## config.mk

```make
export PLATFORM = sky130hd
export DESIGN_NAME = id_stage_pipelined_flat
export DESIGN_NICKNAME = d
export VERILOG_FILES = /design/src/rtl/arm_pkg.sv /design/src/rtl/id_stage_pipelined_if.sv /design/src/rtl/register_file_bypass.sv /design/src/rtl/id_stage_pipelined.sv /design/src/flat_wrapper.sv
export SDC_FILE = /design/constraint.sdc
export NUM_CORES = 1
export LEC_CHECK = 0
export BUFFER_PORTS_ARGS = -buffer_cell sky130_fd_sc_hd__buf_2
export CAP_MARGIN = 20
export CORE_UTILIZATION = 58
export CTS_CLUSTER_DIAMETER = 50
export DETAILED_ROUTE_END_ITERATION = 6
export GPL_TIMING_DRIVEN = 0
export PLACE_DENSITY = 0.79
export SLEW_MARGIN = 10
export SYNTH_ARGS = -nofsm -noshare
export SYNTH_HDL_FRONTEND = slang
export SYNTH_SLANG_ARGS = --single-unit
```

## constraint.sdc

```tcl
create_clock -name clk -period 3.5 [get_ports clk]
set_clock_uncertainty 0.05 [all_clocks]
set_input_delay 0.7 -clock clk [delete_from_list [all_inputs] [get_ports clk]]
set_output_delay 0.7 -clock clk [all_outputs]
set_load 0.03 [all_outputs]
```

## src/rtl/arm_pkg.sv

```systemverilog
// Shared ARM core encodings: opcodes, EXE commands, modes, condition codes, status bit positions.
// Pure definitions plus a condition evaluator; no state, no latency, no flow control.
package arm_pkg;

    localparam logic [3:0] EXE_NOP = 4'b0000;
    localparam logic [3:0] EXE_MOV = 4'b0001;
    localparam logic [3:0] EXE_ADD = 4'b0010;
    localparam logic [3:0] EXE_ADC = 4'b0011;
    localparam logic [3:0] EXE_SUB = 4'b0100;
    localparam logic [3:0] EXE_SBC = 4'b0101;
    localparam logic [3:0] EXE_AND = 4'b0110;
    localparam logic [3:0] EXE_ORR = 4'b0111;
    localparam logic [3:0] EXE_EOR = 4'b1000;
    localparam logic [3:0] EXE_MVN = 4'b1001;

    localparam logic [3:0] OP_AND = 4'b0000;
    localparam logic [3:0] OP_EOR = 4'b0001;
    localparam logic [3:0] OP_SUB = 4'b0010;
    localparam logic [3:0] OP_ADD = 4'b0100;
    localparam logic [3:0] OP_ADC = 4'b0101;
    localparam logic [3:0] OP_SBC = 4'b0110;
    localparam logic [3:0] OP_TST = 4'b1000;
    localparam logic [3:0] OP_CMP = 4'b1010;
    localparam logic [3:0] OP_ORR = 4'b1100;
    localparam logic [3:0] OP_MOV = 4'b1101;
    localparam logic [3:0] OP_MVN = 4'b1111;

    localparam logic [1:0] MODE_DP  = 2'b00;
    localparam logic [1:0] MODE_MEM = 2'b01;
    localparam logic [1:0] MODE_BR  = 2'b10;

    localparam logic [3:0] COND_EQ = 4'h0;
    localparam logic [3:0] COND_NE = 4'h1;
    localparam logic [3:0] COND_CS = 4'h2;
    localparam logic [3:0] COND_CC = 4'h3;
    localparam logic [3:0] COND_MI = 4'h4;
    localparam logic [3:0] COND_PL = 4'h5;
    localparam logic [3:0] COND_VS = 4'h6;
    localparam logic [3:0] COND_VC = 4'h7;
    localparam logic [3:0] COND_HI = 4'h8;
    localparam logic [3:0] COND_LS = 4'h9;
    localparam logic [3:0] COND_GE = 4'hA;
    localparam logic [3:0] COND_LT = 4'hB;
    localparam logic [3:0] COND_GT = 4'hC;
    localparam logic [3:0] COND_LE = 4'hD;
    localparam logic [3:0] COND_AL = 4'hE;

    localparam int ST_N = 3;
    localparam int ST_Z = 2;
    localparam int ST_C = 1;
    localparam int ST_V = 0;

    typedef struct packed {
        logic [3:0] exe_cmd;
        logic       s;
        logic       b;
        logic       mem_w_en;
        logic       mem_r_en;
        logic       wb_en;
    } ctrl_t;

    function automatic logic cond_pass(input logic [3:0] cond, input logic [3:0] st);
        logic n, z, c, v;
        n = st[ST_N];
        z = st[ST_Z];
        c = st[ST_C];
        v = st[ST_V];
        case (cond)
            COND_EQ: cond_pass = z;
            COND_NE: cond_pass = ~z;
            COND_CS: cond_pass = c;
            COND_CC: cond_pass = ~c;
            COND_MI: cond_pass = n;
            COND_PL: cond_pass = ~n;
            COND_VS: cond_pass = v;
            COND_VC: cond_pass = ~v;
            COND_HI: cond_pass = c & ~z;
            COND_LS: cond_pass = ~c | z;
            COND_GE: cond_pass = (n == v);
            COND_LT: cond_pass = (n != v);
            COND_GT: cond_pass = ~z & (n == v);
            COND_LE: cond_pass = z | (n != v);
            COND_AL: cond_pass = 1'b1;
            default: cond_pass = 1'b0;
        endcase
    endfunction

endpackage

```

## src/rtl/id_stage_pipelined_if.sv

```systemverilog
// Decode-stage bundle: IF/ID inputs, WB port, EXE/MEM producer info and the ID/EX outputs.
// master drives the stage inputs and observes results; slave is the decode stage itself.
interface id_stage_pipelined_if #(
    parameter int N    = 32,
    parameter int RA_W = 4
);
    logic [N-1:0]    pc_in;
    logic [31:0]     instr_in;
    logic            freeze_in;
    logic            flush_in;
    logic            wb_en_in;
    logic [RA_W-1:0] wb_dest_in;
    logic [N-1:0]    wb_value_in;
    logic [3:0]      status_in;
    logic            exe_wb_en_in;
    logic [RA_W-1:0] exe_dest_in;
    logic            exe_s_in;
    logic            mem_wb_en_in;
    logic [RA_W-1:0] mem_dest_in;

    logic            hazard_out;
    logic [N-1:0]    pc_out;
    logic [N-1:0]    val_rn_out;
    logic [N-1:0]    val_rm_out;
    logic [3:0]      exe_cmd_out;
    logic            s_out;
    logic            b_out;
    logic            mem_w_en_out;
    logic            mem_r_en_out;
    logic            wb_en_out;
    logic            i_out;
    logic            valid_out;
    logic [RA_W-1:0] dest_out;
    logic [RA_W-1:0] rn_out;
    logic [RA_W-1:0] src2_out;
    logic [11:0]     shift_operand_out;
    logic [23:0]     imm_out;

    modport master (
        output pc_in, instr_in, freeze_in, flush_in, wb_en_in, wb_dest_in, wb_value_in,
               status_in, exe_wb_en_in, exe_dest_in, exe_s_in, mem_wb_en_in, mem_dest_in,
        input  hazard_out, pc_out, val_rn_out, val_rm_out, exe_cmd_out, s_out, b_out,
               mem_w_en_out, mem_r_en_out, wb_en_out, i_out, valid_out, dest_out, rn_out,
               src2_out, shift_operand_out, imm_out
    );

    modport slave (
        input  pc_in, instr_in, freeze_in, flush_in, wb_en_in, wb_dest_in, wb_value_in,
               status_in, exe_wb_en_in, exe_dest_in, exe_s_in, mem_wb_en_in, mem_dest_in,
        output hazard_out, pc_out, val_rn_out, val_rm_out, exe_cmd_out, s_out, b_out,
               mem_w_en_out, mem_r_en_out, wb_en_out, i_out, valid_out, dest_out, rn_out,
               src2_out, shift_operand_out, imm_out
    );
endinterface

```

## src/rtl/register_file_bypass.sv

```systemverilog
// Register file with two combinational read ports and same-cycle write-through; writes land on the clock edge.
// No flow control: the write is unconditional whenever we is high.
module register_file_bypass #(
    parameter int REG_CNT = 16,
    parameter int N       = 32,
    parameter int RA_W    = 4
) (
    input  logic            clk,
    input  logic            rst,
    input  logic            we,
    input  logic [RA_W-1:0] waddr,
    input  logic [N-1:0]    wdata,
    input  logic [RA_W-1:0] raddr_a,
    input  logic [RA_W-1:0] raddr_b,
    output logic [N-1:0]    rdata_a,
    output logic [N-1:0]    rdata_b
);

    logic [N-1:0] regs [REG_CNT];

    always_ff @(posedge clk or negedge rst) begin
        if (!rst) begin
            for (int i = 0; i < REG_CNT; i++) begin
                regs[i] <= '0;
            end
        end else if (we) begin
            regs[waddr] <= wdata;
        end
    end

    // Write-through lets a WB result reach the instruction decoding in the same cycle.
    always_comb begin
        rdata_a = (we && waddr == raddr_a) ? wdata : regs[raddr_a];
        rdata_b = (we && waddr == raddr_b) ? wdata : regs[raddr_b];
    end

endmodule

```

## src/rtl/id_stage_pipelined.sv

```systemverilog
// ARM decode stage: decode, register read, condition check, hazard detection; ID/EX register gives 1-cycle latency.
// hazard_out stalls IF and IF/ID combinationally; freeze holds ID/EX, flush and hazards insert a bubble.
module id_stage_pipelined
    import arm_pkg::*;
#(
    parameter int N       = 32,
    parameter int REG_CNT = 16,
    parameter int RA_W    = 4
) (
    input  logic                 clk,
    input  logic                 rst,
    id_stage_pipelined_if.slave  bus
);

    logic [3:0]      cond;
    logic [3:0]      opcode;
    logic [1:0]      mode;
    logic            imm_bit;
    logic            s_bit;
    logic [RA_W-1:0] rn;
    logic [RA_W-1:0] rd;
    logic [RA_W-1:0] rm;
    logic [RA_W-1:0] src2;
    logic            is_str;
    logic            two_src;
    logic            rn_used;
    logic            cond_ok;
    logic            data_hazard;
    logic            status_hazard;
    logic            hazard;
    logic [N-1:0]    val_rn;
    logic [N-1:0]    val_rm;
    ctrl_t           ctrl;

    assign cond    = bus.instr_in[31:28];
    assign mode    = bus.instr_in[27:26];
    assign imm_bit = bus.instr_in[25];
    assign opcode  = bus.instr_in[24:21];
    assign s_bit   = bus.instr_in[20];
    assign rn      = RA_W'(bus.instr_in[19:16]);
    assign rd      = RA_W'(bus.instr_in[15:12]);
    assign rm      = RA_W'(bus.instr_in[3:0]);

    assign is_str  = (mode == MODE_MEM) && !s_bit;
    assign src2    = is_str ? rd : rm;
    assign two_src = ~imm_bit | is_str;
    assign rn_used = !((mode == MODE_BR) || (opcode == OP_MOV) || (opcode == OP_MVN));
    assign cond_ok = cond_pass(cond, bus.status_in);

    always_comb begin
        ctrl   = '0;
        ctrl.s = s_bit;
        case (mode)
            MODE_DP: begin
                case (opcode)
                    OP_MOV:  ctrl.exe_cmd = EXE_MOV;
                    OP_MVN:  ctrl.exe_cmd = EXE_MVN;
                    OP_ADD:  ctrl.exe_cmd = EXE_ADD;
                    OP_ADC:  ctrl.exe_cmd = EXE_ADC;
                    OP_SUB:  ctrl.exe_cmd = EXE_SUB;
                    OP_SBC:  ctrl.exe_cmd = EXE_SBC;
                    OP_AND:  ctrl.exe_cmd = EXE_AND;
                    OP_ORR:  ctrl.exe_cmd = EXE_ORR;
                    OP_EOR:  ctrl.exe_cmd = EXE_EOR;
                    OP_CMP:  ctrl.exe_cmd = EXE_SUB;
                    OP_TST:  ctrl.exe_cmd = EXE_AND;
                    default: ctrl.exe_cmd = EXE_NOP;
                endcase
                ctrl.wb_en = !((opcode == OP_CMP) || (opcode == OP_TST));
            end
            MODE_MEM: begin
                ctrl.exe_cmd  = EXE_ADD;
                ctrl.mem_r_en = s_bit;
                ctrl.mem_w_en = ~s_bit;
                ctrl.wb_en    = s_bit;
            end
            MODE_BR: begin
                ctrl.exe_cmd = EXE_NOP;
                ctrl.b       = 1'b1;
            end
            default: ctrl.exe_cmd = EXE_NOP;
        endcase
    end

    always_comb begin
        data_hazard = 1'b0;
        if (rn_used && ((bus.exe_wb_en_in && rn == bus.exe_dest_in) ||
                        (bus.mem_wb_en_in && rn == bus.mem_dest_in))) begin
            data_hazard = 1'b1;
        end
        if (two_src && ((bus.exe_wb_en_in && src2 == bus.exe_dest_in) ||
                        (bus.mem_wb_en_in && src2 == bus.mem_dest_in))) begin
            data_hazard = 1'b1;
        end
    end

    // An unconditional instruction does not care about flags still being produced in EXE.
    assign status_hazard  = bus.exe_s_in && (cond != COND_AL);
    assign hazard         = (data_hazard | status_hazard) & ~bus.flush_in;
    assign bus.hazard_out = hazard;

    register_file_bypass #(
        .REG_CNT (REG_CNT),
        .N       (N),
        .RA_W    (RA_W)
    ) u_rf (
        .clk     (clk),
        .rst     (rst),
        .we      (bus.wb_en_in),
        .waddr   (bus.wb_dest_in),
        .wdata   (bus.wb_value_in),
        .raddr_a (rn),
        .raddr_b (src2),
        .rdata_a (val_rn),
        .rdata_b (val_rm)
    );

    logic [N-1:0]    pc_q;
    logic [N-1:0]    val_rn_q;
    logic [N-1:0]    val_rm_q;
    ctrl_t           ctrl_q;
    logic            i_q;
    logic            valid_q;
    logic [RA_W-1:0] dest_q;
    logic [RA_W-1:0] rn_q;
    logic [RA_W-1:0] src2_q;
    logic [11:0]     shift_q;
    logic [23:0]     imm_q;

    // Flush outranks freeze; a hazard only bubbles when ID/EX is not frozen.
    always_ff @(posedge clk or negedge rst) begin
        if (!rst) begin
            pc_q     <= '0;
            val_rn_q <= '0;
            val_rm_q <= '0;
            ctrl_q   <= '0;
            i_q      <= 1'b0;
            valid_q  <= 1'b0;
            dest_q   <= '0;
            rn_q     <= '0;
            src2_q   <= '0;
            shift_q  <= '0;
            imm_q    <= '0;
        end else if (bus.flush_in) begin
            ctrl_q  <= '0;
            valid_q <= 1'b0;
        end else if (bus.freeze_in) begin
            ctrl_q  <= ctrl_q;
            valid_q <= valid_q;
        end else if (hazard) begin
            ctrl_q  <= '0;
            valid_q <= 1'b0;
        end else begin
            pc_q     <= bus.pc_in;
            val_rn_q <= val_rn;
            val_rm_q <= val_rm;
            i_q      <= imm_bit;
            dest_q   <= rd;
            rn_q     <= rn;
            src2_q   <= src2;
            shift_q  <= bus.instr_in[11:0];
            imm_q    <= bus.instr_in[23:0];
            ctrl_q   <= cond_ok ? ctrl : '0;
            valid_q  <= cond_ok;
        end
    end

    assign bus.pc_out            = pc_q;
    assign bus.val_rn_out        = val_rn_q;
    assign bus.val_rm_out        = val_rm_q;
    assign bus.exe_cmd_out       = ctrl_q.exe_cmd;
    assign bus.s_out             = ctrl_q.s;
    assign bus.b_out             = ctrl_q.b;
    assign bus.mem_w_en_out      = ctrl_q.mem_w_en;
    assign bus.mem_r_en_out      = ctrl_q.mem_r_en;
    assign bus.wb_en_out         = ctrl_q.wb_en;
    assign bus.i_out             = i_q;
    assign bus.valid_out         = valid_q;
    assign bus.dest_out          = dest_q;
    assign bus.rn_out            = rn_q;
    assign bus.src2_out          = src2_q;
    assign bus.shift_operand_out = shift_q;
    assign bus.imm_out           = imm_q;

endmodule
```

## src/flat_wrapper.sv

```systemverilog
// flat-port wrapper written by rule: the top's interface ports become plain ports
module id_stage_pipelined_flat import arm_pkg::*;
#(
    parameter int N       = 32,
    parameter int REG_CNT = 16,
    parameter int RA_W    = 4
)
  (clk, rst, bus_pc_in, bus_instr_in, bus_freeze_in, bus_flush_in, bus_wb_en_in, bus_wb_dest_in, bus_wb_value_in, bus_status_in, bus_exe_wb_en_in, bus_exe_dest_in, bus_exe_s_in, bus_mem_wb_en_in, bus_mem_dest_in, bus_hazard_out, bus_pc_out, bus_val_rn_out, bus_val_rm_out, bus_exe_cmd_out, bus_s_out, bus_b_out, bus_mem_w_en_out, bus_mem_r_en_out, bus_wb_en_out, bus_i_out, bus_valid_out, bus_dest_out, bus_rn_out, bus_src2_out, bus_shift_operand_out, bus_imm_out);
  id_stage_pipelined_if #(.N(N), .RA_W(RA_W)) bus_i ();
  input  logic clk;
  input  logic rst;
  input wire logic [$bits(bus_i.pc_in)-1:0] bus_pc_in;
  input wire logic [$bits(bus_i.instr_in)-1:0] bus_instr_in;
  input wire logic [$bits(bus_i.freeze_in)-1:0] bus_freeze_in;
  input wire logic [$bits(bus_i.flush_in)-1:0] bus_flush_in;
  input wire logic [$bits(bus_i.wb_en_in)-1:0] bus_wb_en_in;
  input wire logic [$bits(bus_i.wb_dest_in)-1:0] bus_wb_dest_in;
  input wire logic [$bits(bus_i.wb_value_in)-1:0] bus_wb_value_in;
  input wire logic [$bits(bus_i.status_in)-1:0] bus_status_in;
  input wire logic [$bits(bus_i.exe_wb_en_in)-1:0] bus_exe_wb_en_in;
  input wire logic [$bits(bus_i.exe_dest_in)-1:0] bus_exe_dest_in;
  input wire logic [$bits(bus_i.exe_s_in)-1:0] bus_exe_s_in;
  input wire logic [$bits(bus_i.mem_wb_en_in)-1:0] bus_mem_wb_en_in;
  input wire logic [$bits(bus_i.mem_dest_in)-1:0] bus_mem_dest_in;
  output wire logic [$bits(bus_i.hazard_out)-1:0] bus_hazard_out;
  output wire logic [$bits(bus_i.pc_out)-1:0] bus_pc_out;
  output wire logic [$bits(bus_i.val_rn_out)-1:0] bus_val_rn_out;
  output wire logic [$bits(bus_i.val_rm_out)-1:0] bus_val_rm_out;
  output wire logic [$bits(bus_i.exe_cmd_out)-1:0] bus_exe_cmd_out;
  output wire logic [$bits(bus_i.s_out)-1:0] bus_s_out;
  output wire logic [$bits(bus_i.b_out)-1:0] bus_b_out;
  output wire logic [$bits(bus_i.mem_w_en_out)-1:0] bus_mem_w_en_out;
  output wire logic [$bits(bus_i.mem_r_en_out)-1:0] bus_mem_r_en_out;
  output wire logic [$bits(bus_i.wb_en_out)-1:0] bus_wb_en_out;
  output wire logic [$bits(bus_i.i_out)-1:0] bus_i_out;
  output wire logic [$bits(bus_i.valid_out)-1:0] bus_valid_out;
  output wire logic [$bits(bus_i.dest_out)-1:0] bus_dest_out;
  output wire logic [$bits(bus_i.rn_out)-1:0] bus_rn_out;
  output wire logic [$bits(bus_i.src2_out)-1:0] bus_src2_out;
  output wire logic [$bits(bus_i.shift_operand_out)-1:0] bus_shift_operand_out;
  output wire logic [$bits(bus_i.imm_out)-1:0] bus_imm_out;
  assign bus_i.pc_in = bus_pc_in;
  assign bus_i.instr_in = bus_instr_in;
  assign bus_i.freeze_in = bus_freeze_in;
  assign bus_i.flush_in = bus_flush_in;
  assign bus_i.wb_en_in = bus_wb_en_in;
  assign bus_i.wb_dest_in = bus_wb_dest_in;
  assign bus_i.wb_value_in = bus_wb_value_in;
  assign bus_i.status_in = bus_status_in;
  assign bus_i.exe_wb_en_in = bus_exe_wb_en_in;
  assign bus_i.exe_dest_in = bus_exe_dest_in;
  assign bus_i.exe_s_in = bus_exe_s_in;
  assign bus_i.mem_wb_en_in = bus_mem_wb_en_in;
  assign bus_i.mem_dest_in = bus_mem_dest_in;
  assign bus_hazard_out = bus_i.hazard_out;
  assign bus_pc_out = bus_i.pc_out;
  assign bus_val_rn_out = bus_i.val_rn_out;
  assign bus_val_rm_out = bus_i.val_rm_out;
  assign bus_exe_cmd_out = bus_i.exe_cmd_out;
  assign bus_s_out = bus_i.s_out;
  assign bus_b_out = bus_i.b_out;
  assign bus_mem_w_en_out = bus_i.mem_w_en_out;
  assign bus_mem_r_en_out = bus_i.mem_r_en_out;
  assign bus_wb_en_out = bus_i.wb_en_out;
  assign bus_i_out = bus_i.i_out;
  assign bus_valid_out = bus_i.valid_out;
  assign bus_dest_out = bus_i.dest_out;
  assign bus_rn_out = bus_i.rn_out;
  assign bus_src2_out = bus_i.src2_out;
  assign bus_shift_operand_out = bus_i.shift_operand_out;
  assign bus_imm_out = bus_i.imm_out;
  id_stage_pipelined #(.N(N), .REG_CNT(REG_CNT), .RA_W(RA_W)) u_core (.clk(clk), .rst(rst), .bus(bus_i));
endmodule
```

### Word-level counts from Yosys, hierarchy flattened

Memories as Yosys holds them, arrays and structs flattened.
Index checks and enable logic that the tools add are counted.

| operators by class | value |
|---|---|
| magnitude comparators | 4 |
| equality and inequality tests | 30 |
| muxes and demuxes | 26 |
| bitwise logic cells | 19 |
| reductions and logical operators | 22 |

Operators with widths:

| kind | number |
|---|---|
| bitwise mux 512 bit | 1 |
| binary-select mux 32 bit (select 4 bit) | 2 |
| two-way mux 32 bit | 7 |
| demux 32 bit (select 4 bit) | 1 |
| == test 4 bit, second input constant | 11 |
| two-way mux 9 bit | 4 |
| == test 4 bit | 6 |
| == test 4 x 3 -> 1 bit, second input constant | 4 |
| >= comparator 5 bit, second input constant | 3 |
| inverter 4 -> 5 bit | 3 |
| case mux 1 bit (15 select lines) | 1 |
| logical AND 1 bit | 11 |
| inverter 1 bit | 9 |
| == test 4 x 2 -> 1 bit, second input constant | 2 |
| case mux 4 bit (2 select lines) | 1 |
| two-way mux 1 bit | 6 |
| logical OR 1 bit | 5 |
| less-than comparator 5 x 1 -> 1 bit, second input constant | 1 |
| == test 4 x 1 -> 1 bit, second input constant | 1 |
| logical NOT 4 bit | 1 |
| two-way mux 4 bit | 1 |
| inequality test 4 bit, second input constant | 1 |
| OR 1 bit | 4 |
| bitwise AND 1 bit | 3 |
| 10 further kinds | 12 |

| word-level totals | value |
|---|---|
| register bits after elaboration | 667 |
| memory bits (read-only) | 64 |
| bits of input ports | 120 |
| output and inout bits | 156 |
| logic and storage cells | 134 |
| memories | 1 |

Memories:

| memory | depth | width | rd ports | clocked after memory_dff | wr ports | line | RTL |
|---|---|---|---|---|---|---|---|
| (no name shown) | 16 | 4 | 1 | 0 | 0 | id_stage_pipelined.sv:55 | `case (opcode)` |

### Depth between registers and ports, before layout

| logic depth | value |
|---|---|
| word-level depth | 13 |
| gate-level depth with buffers | 11 |
| depth with buffers taken out | 7 |

### Modules after synthesis

Synthesis repeated with hierarchy kept, for this count alone.

| second synthesis, totals | value |
|---|---|
| cell total of the unflattened synthesis | 2184 |
| area total of the unflattened synthesis | 33455.8 µm² |

By module, submodules not included:

| module | instances | cells each | area an instance (µm²) |
|---|---|---|---|
| register_file_bypass | 1 | 1753 | 27307.4 |
| id_stage_pipelined | 1 | 431 | 6148.4 |

### Worst setup path before layout

No wires, ideal clock.

| path | value |
|---|---|
| path type | input port to flip-flop |
| start point | input port bus_instr_in[16] |
| end point | register u_core.val_rn_q[27], in the netlist u_core.bus.val_rn_out[27] |
| library setup time | 127 ps |
| arrival time | 2984 ps |
| data required time | 3323 ps |
| slack | 339 ps |
| cell stages on the path | 6 |
| cells stage by stage | clkbuf_1 buf_1 mux4_2 mux4_2 mux2_2 mux2_1 |

| between the ends | value |
|---|---|
| cells in the longest elaborated chain, start to end | 10 |
| elaborated cells on any way between the ends | 19 |
| classes of those cells | eq/ne: 3; mux: 6; bitwise: 4; reduce/logical: 6 |

RTL lines:

| item | line | RTL |
|---|---|---|
| start, declared | flat_wrapper.sv:13 | `input wire logic [$bits(bus_i.instr_in)-1:0] bus_instr_in;` |
| == test 4 bit, on equally long branches | id_stage_pipelined.sv:87, id_stage_pipelined.sv:88 |  |
| logical AND 1 bit, on equally long branches | id_stage_pipelined.sv:87, id_stage_pipelined.sv:88 |  |
| logical OR 1 bit | id_stage_pipelined.sv:87 | `if (rn_used && ((bus.exe_wb_en_in && rn == bus.exe_dest_in) \|\|` |
| logical AND 1 bit | id_stage_pipelined.sv:87 |  |
| two-way mux 1 bit | id_stage_pipelined.sv:87 |  |
| two-way mux 1 bit | id_stage_pipelined.sv:91 | `if (two_src && ((bus.exe_wb_en_in && src2 == bus.exe_dest_in) \|\|` |
| OR 1 bit | id_stage_pipelined.sv:99 | `assign hazard = (data_hazard \| status_hazard) & ~bus.flush_in;` |
| bitwise AND 1 bit | id_stage_pipelined.sv:99 |  |
| inverter 1 bit (no source line) | -- |  |
| AND reduction 3 bit (no source line) | -- |  |
| end signal, assigned | id_stage_pipelined.sv:155 | `val_rn_q <= val_rn;` |
| end, declared | id_stage_pipelined.sv:119 | `logic [N-1:0] val_rn_q;` |

Several ways; a longest one is shown, not always the timed one. The select of a mux whose other input is x is not followed.
A chain may end at the register's enable or synchronous reset.

### Worst setup path after layout

| path | value |
|---|---|
| start point | input port bus_instr_in[17] |
| end point | register u_core.val_rn_q[28], in the netlist u_core.bus.val_rn_out[28] |

Same word-level chain as after synthesis.

==> results.ini <==
[outcome]
status=finished, final reports clean

[global_routing]
grt_pass1_vias=27400
grt_pass1_wl_mm=168
grt.total_usage_pct=38.2
grt_overflow_total=0
antenna_found_initial=6
grt_max_degree=118

[clocking]
root_buffer=clkbuf_16
clk_path_buf_depth=3
cts_tree=built
cts_htree_levels=3
cts_made_buffers=73
clk_latency_ps=630
path_clk_slew_ps=60
cts_sinks=647

[min_path]
hold_start=bus_instr_in[4]
hp-class=in -> reg

[place]
gp_congestion=0.972
hpwl_mm=75.6
io_buffer_count=263
dpl.cell_count=3815
dp_slack_ps=-1450

[drt]
ant_nets=0
post_drt_wl_per_cell_um=28.2
firstDrtPassIters=6
via_per_inst=6.71
drc=0
wirelength_mm=112
drtIter0Drc=3618
vias=26600

[critical_path]
crit_chain=clkbuf_1 -> clkbuf_2 -> clkbuf_1 -> mux4_2 -> mux4_2 -> mux2_2 -> mux2_1
crit_required_ps=3950
crit_family=buffers and inverters
r2r_start=u_core.u_rf.regs[269]
cpPeakStageDelay_ps=740
worst_setup_path_end_kind=flip-flop
crit_type=in -> reg
cp_max_fo=10
worst_path_max_delay_cell=clkbuf_1
crit_buf_inv=3
startpoint=bus_instr_in[17]
startpoint_type=primary input
arrival_ps=3940

[sta]
worst_pin_slew_ps=1180
fmax_mhz=286
hold_violations=0
report.final.slew_viol_count=0
setup_slack_ps=5.42
finalSetupViolCount=0
hold_ws_ps=240
finalCritPeriodShare_pct=99.8
fin_crit_ps=3490
slew-limit-headroom_pct=21.2

[floorplanning]
coreArea_um2=56900
start_util_pct=59.2
dieWidth_um=243
rows=87
die_area_um2=59000
die_y_um=243
ios=276

[power_and_ir_drop]
comb_power_share_pct=26.6
p_per_area_nw_per_um2=657
power_switching_mw=8.24
p_sw_share_pct=32.3
peakVddDrop_v=0.000409
p_leak_nw=16.8
pwr-share-clk_pct=31.3
power_frac_seq_pct=42.1
power_mw=25.5
p_int_mw=17.3

[final_layout]
fin_util_pct=68.2
nNetsFinal=3267
drive_gt1_share_pct=40.2
final_cells=3960
syn_to_final_growth_pct=15.2

[yosys]
yosys_most_used_dff=dfrtp_1
yosysTopAreaCell=dfrtp_1
syn_inst=2789
yosys-top-cells-area=dfrtp_1 48%, mux2_2 20%, mux4_2 11%
ys_seq_elements=647
syn_area_um2=33700
ys_seq_area_share_pct=48.1
syn-num-nets=2913
synth-edff-count=0
synthArstFlopShare_pct=100
yosysWarnings=0
yosys.area.top_type_share_pct=48.1
synth_cell_type_count=56
synth_area_per_cell_um2=12.1

[flow_run]
cap_violations=0

==> cell families (layout without fill, tap and decap cells) <==
group | after synthesis | after routing | share of synthesized area, %
AOI/OAI and AO/OA | 135 | 135 | 2.77
other | 0 | 4 | 0
buffers and inverters | 272 | 683 | 3.68
adders and majority gates | 4 | 4 | 0.149
DFF | 647 | 647 | 48.1
muxes | 834 | 834 | 33.3
xor gates and xnor gates | 27 | 27 | 0.702
and+or+nand+nor | 870 | 870 | 11.3
==> synthesized netlist by cell type (3+ instances only) <==
master and n:
nor2_1 45, o221ai_1 3, clkbuf_1 165, mux2_4 5, mux2_2 610, buf_4 28
a31oi_1 97, xor2_1 13, mux2i_1 4, a21o_1 3, xnor2_1 14, nand4_1 67
or3_1 4, nand2b_1 3, nand3_1 203, dfrtp_1 647, ha_1 4, mux4_2 161
buf_1 23, inv_1 10, buf_6 5, o21ai_0 5, nor3_1 9, buf_2 39
a32o_1 5, mux2_1 53, nand2_1 525, a22o_1 4
==> layer usage <==
layer  track usage (%)  share of wire (%)  vias to the layer above
li1                  -                  -                    10800
met1              48.2                 36                    13400
met2              58.1                 46                     1922
met3              12.6                 12                      468
met4              21.5                5.6                        6
met5                 0              0.094                        -
==> metrics by stage <==
stage               cell area, µm²  setup TNS (ps)
finish                       38800               0
global route                 38800           -7.91
CTS                          38700            -124
detailed placement           36100          -81350
global placement             35900        -7286440
floorplan                    33700               0
==> state kept, by name, indices dropped and copies added (netlist names) <==
| name | cells |
|---|---|
| u_core.bus.s_out | 1 |
| u_core.bus.val_rn_out | 32 |
| u_core.bus.mem_w_en_out | 1 |
| u_core.bus.valid_out | 1 |
| u_core.bus.src2_out | 4 |
| u_core.bus.mem_r_en_out | 1 |
| u_core.bus.pc_out | 32 |
| u_core.bus.exe_cmd_out | 4 |
| u_core.bus.i_out | 1 |
| u_core.bus.imm_out | 24 |
| u_core.bus.b_out | 1 |
| u_core.u_rf.regs | 512 |
| u_core.bus.wb_en_out | 1 |
| u_core.bus.val_rm_out | 32 |
==> power groups by stage <==
stage / logic [mW] / registers (mW) / clock network (mW)
5_1_grt: 7.15 / 10.9 / 8.33
6_report: 6.77 / 10.7 / 7.99
4_1_cts: 6.70 / 10.7 / 8.01
3_5_place_dp: 6.65 / 10.8 / 0
3_3_place_gp: 6.42 / 10.6 / 0
2_1_floorplan: 3.80 / 11.4 / 0
==> placed cells by master, fill, tap and decap left out, drive strengths merged, types with 4 or more instances in the layout <==
master / instances
mux2i: 5
a22o: 4
or3: 4
diode: 4
nor2: 46
xnor2: 14
mux2: 668
mux4: 161
a32o: 5
clkbuf: 272
inv: 13
nor3: 9
o21ai: 6
bufinv: 7
ha: 4
dfrtp: 647
nand2: 525
xor2: 13
nand4: 68
clkinvlp: 7
clkinv: 12
a31oi: 97
nand3: 203
buf: 370
==> worst reg2reg max path, stage by stage (launching register included) <==
cell	delay, ps
dfrtp_1	400
mux4_2	510
mux4_2	530
mux2_2	290
mux2_2	260
==> path summary, 6_finish.rpt <==
check / end / slack [ps] / depth (start not counted)
worst max-delay path: u_core.bus.val_rn_out[28] / 5 / 7
worst min-delay path: u_core.bus.imm_out[4] / 240 / 2
worst max register to register: u_core.bus.val_rn_out[13] / 1350 / 4
worst min register to register: u_core.bus.val_rm_out[3] / 430 / 1
max in group asynchronous: u_core.u_rf.regs[113] / 930 / 5
min in group asynchronous: u_core.bus.imm_out[10] / 590 / 2
==> area by class of cell <==
type / count / area [µm²]
fill: 4002 / 18100
multi-input combinational: 1870 / 16300
sequential: 647 / 16200
clock buffer: 103 / 2120
timing repair buffer: 280 / 1600
buffer: 261 / 1250
tap: 756 / 946
clock inverter: 29 / 353
inverter: 10 / 37.5
antenna: 4 / 10.0
==> repair_timing <==
item	CTS	global route
resized for setup	24	28
endpoints found under the setup margin	50	45
hold endpoints to repair	7	0
hold buffers	1	0
pin swaps	0	1
setup buffers	0	2
Note: power is estimated with default switching activity, not from simulation.
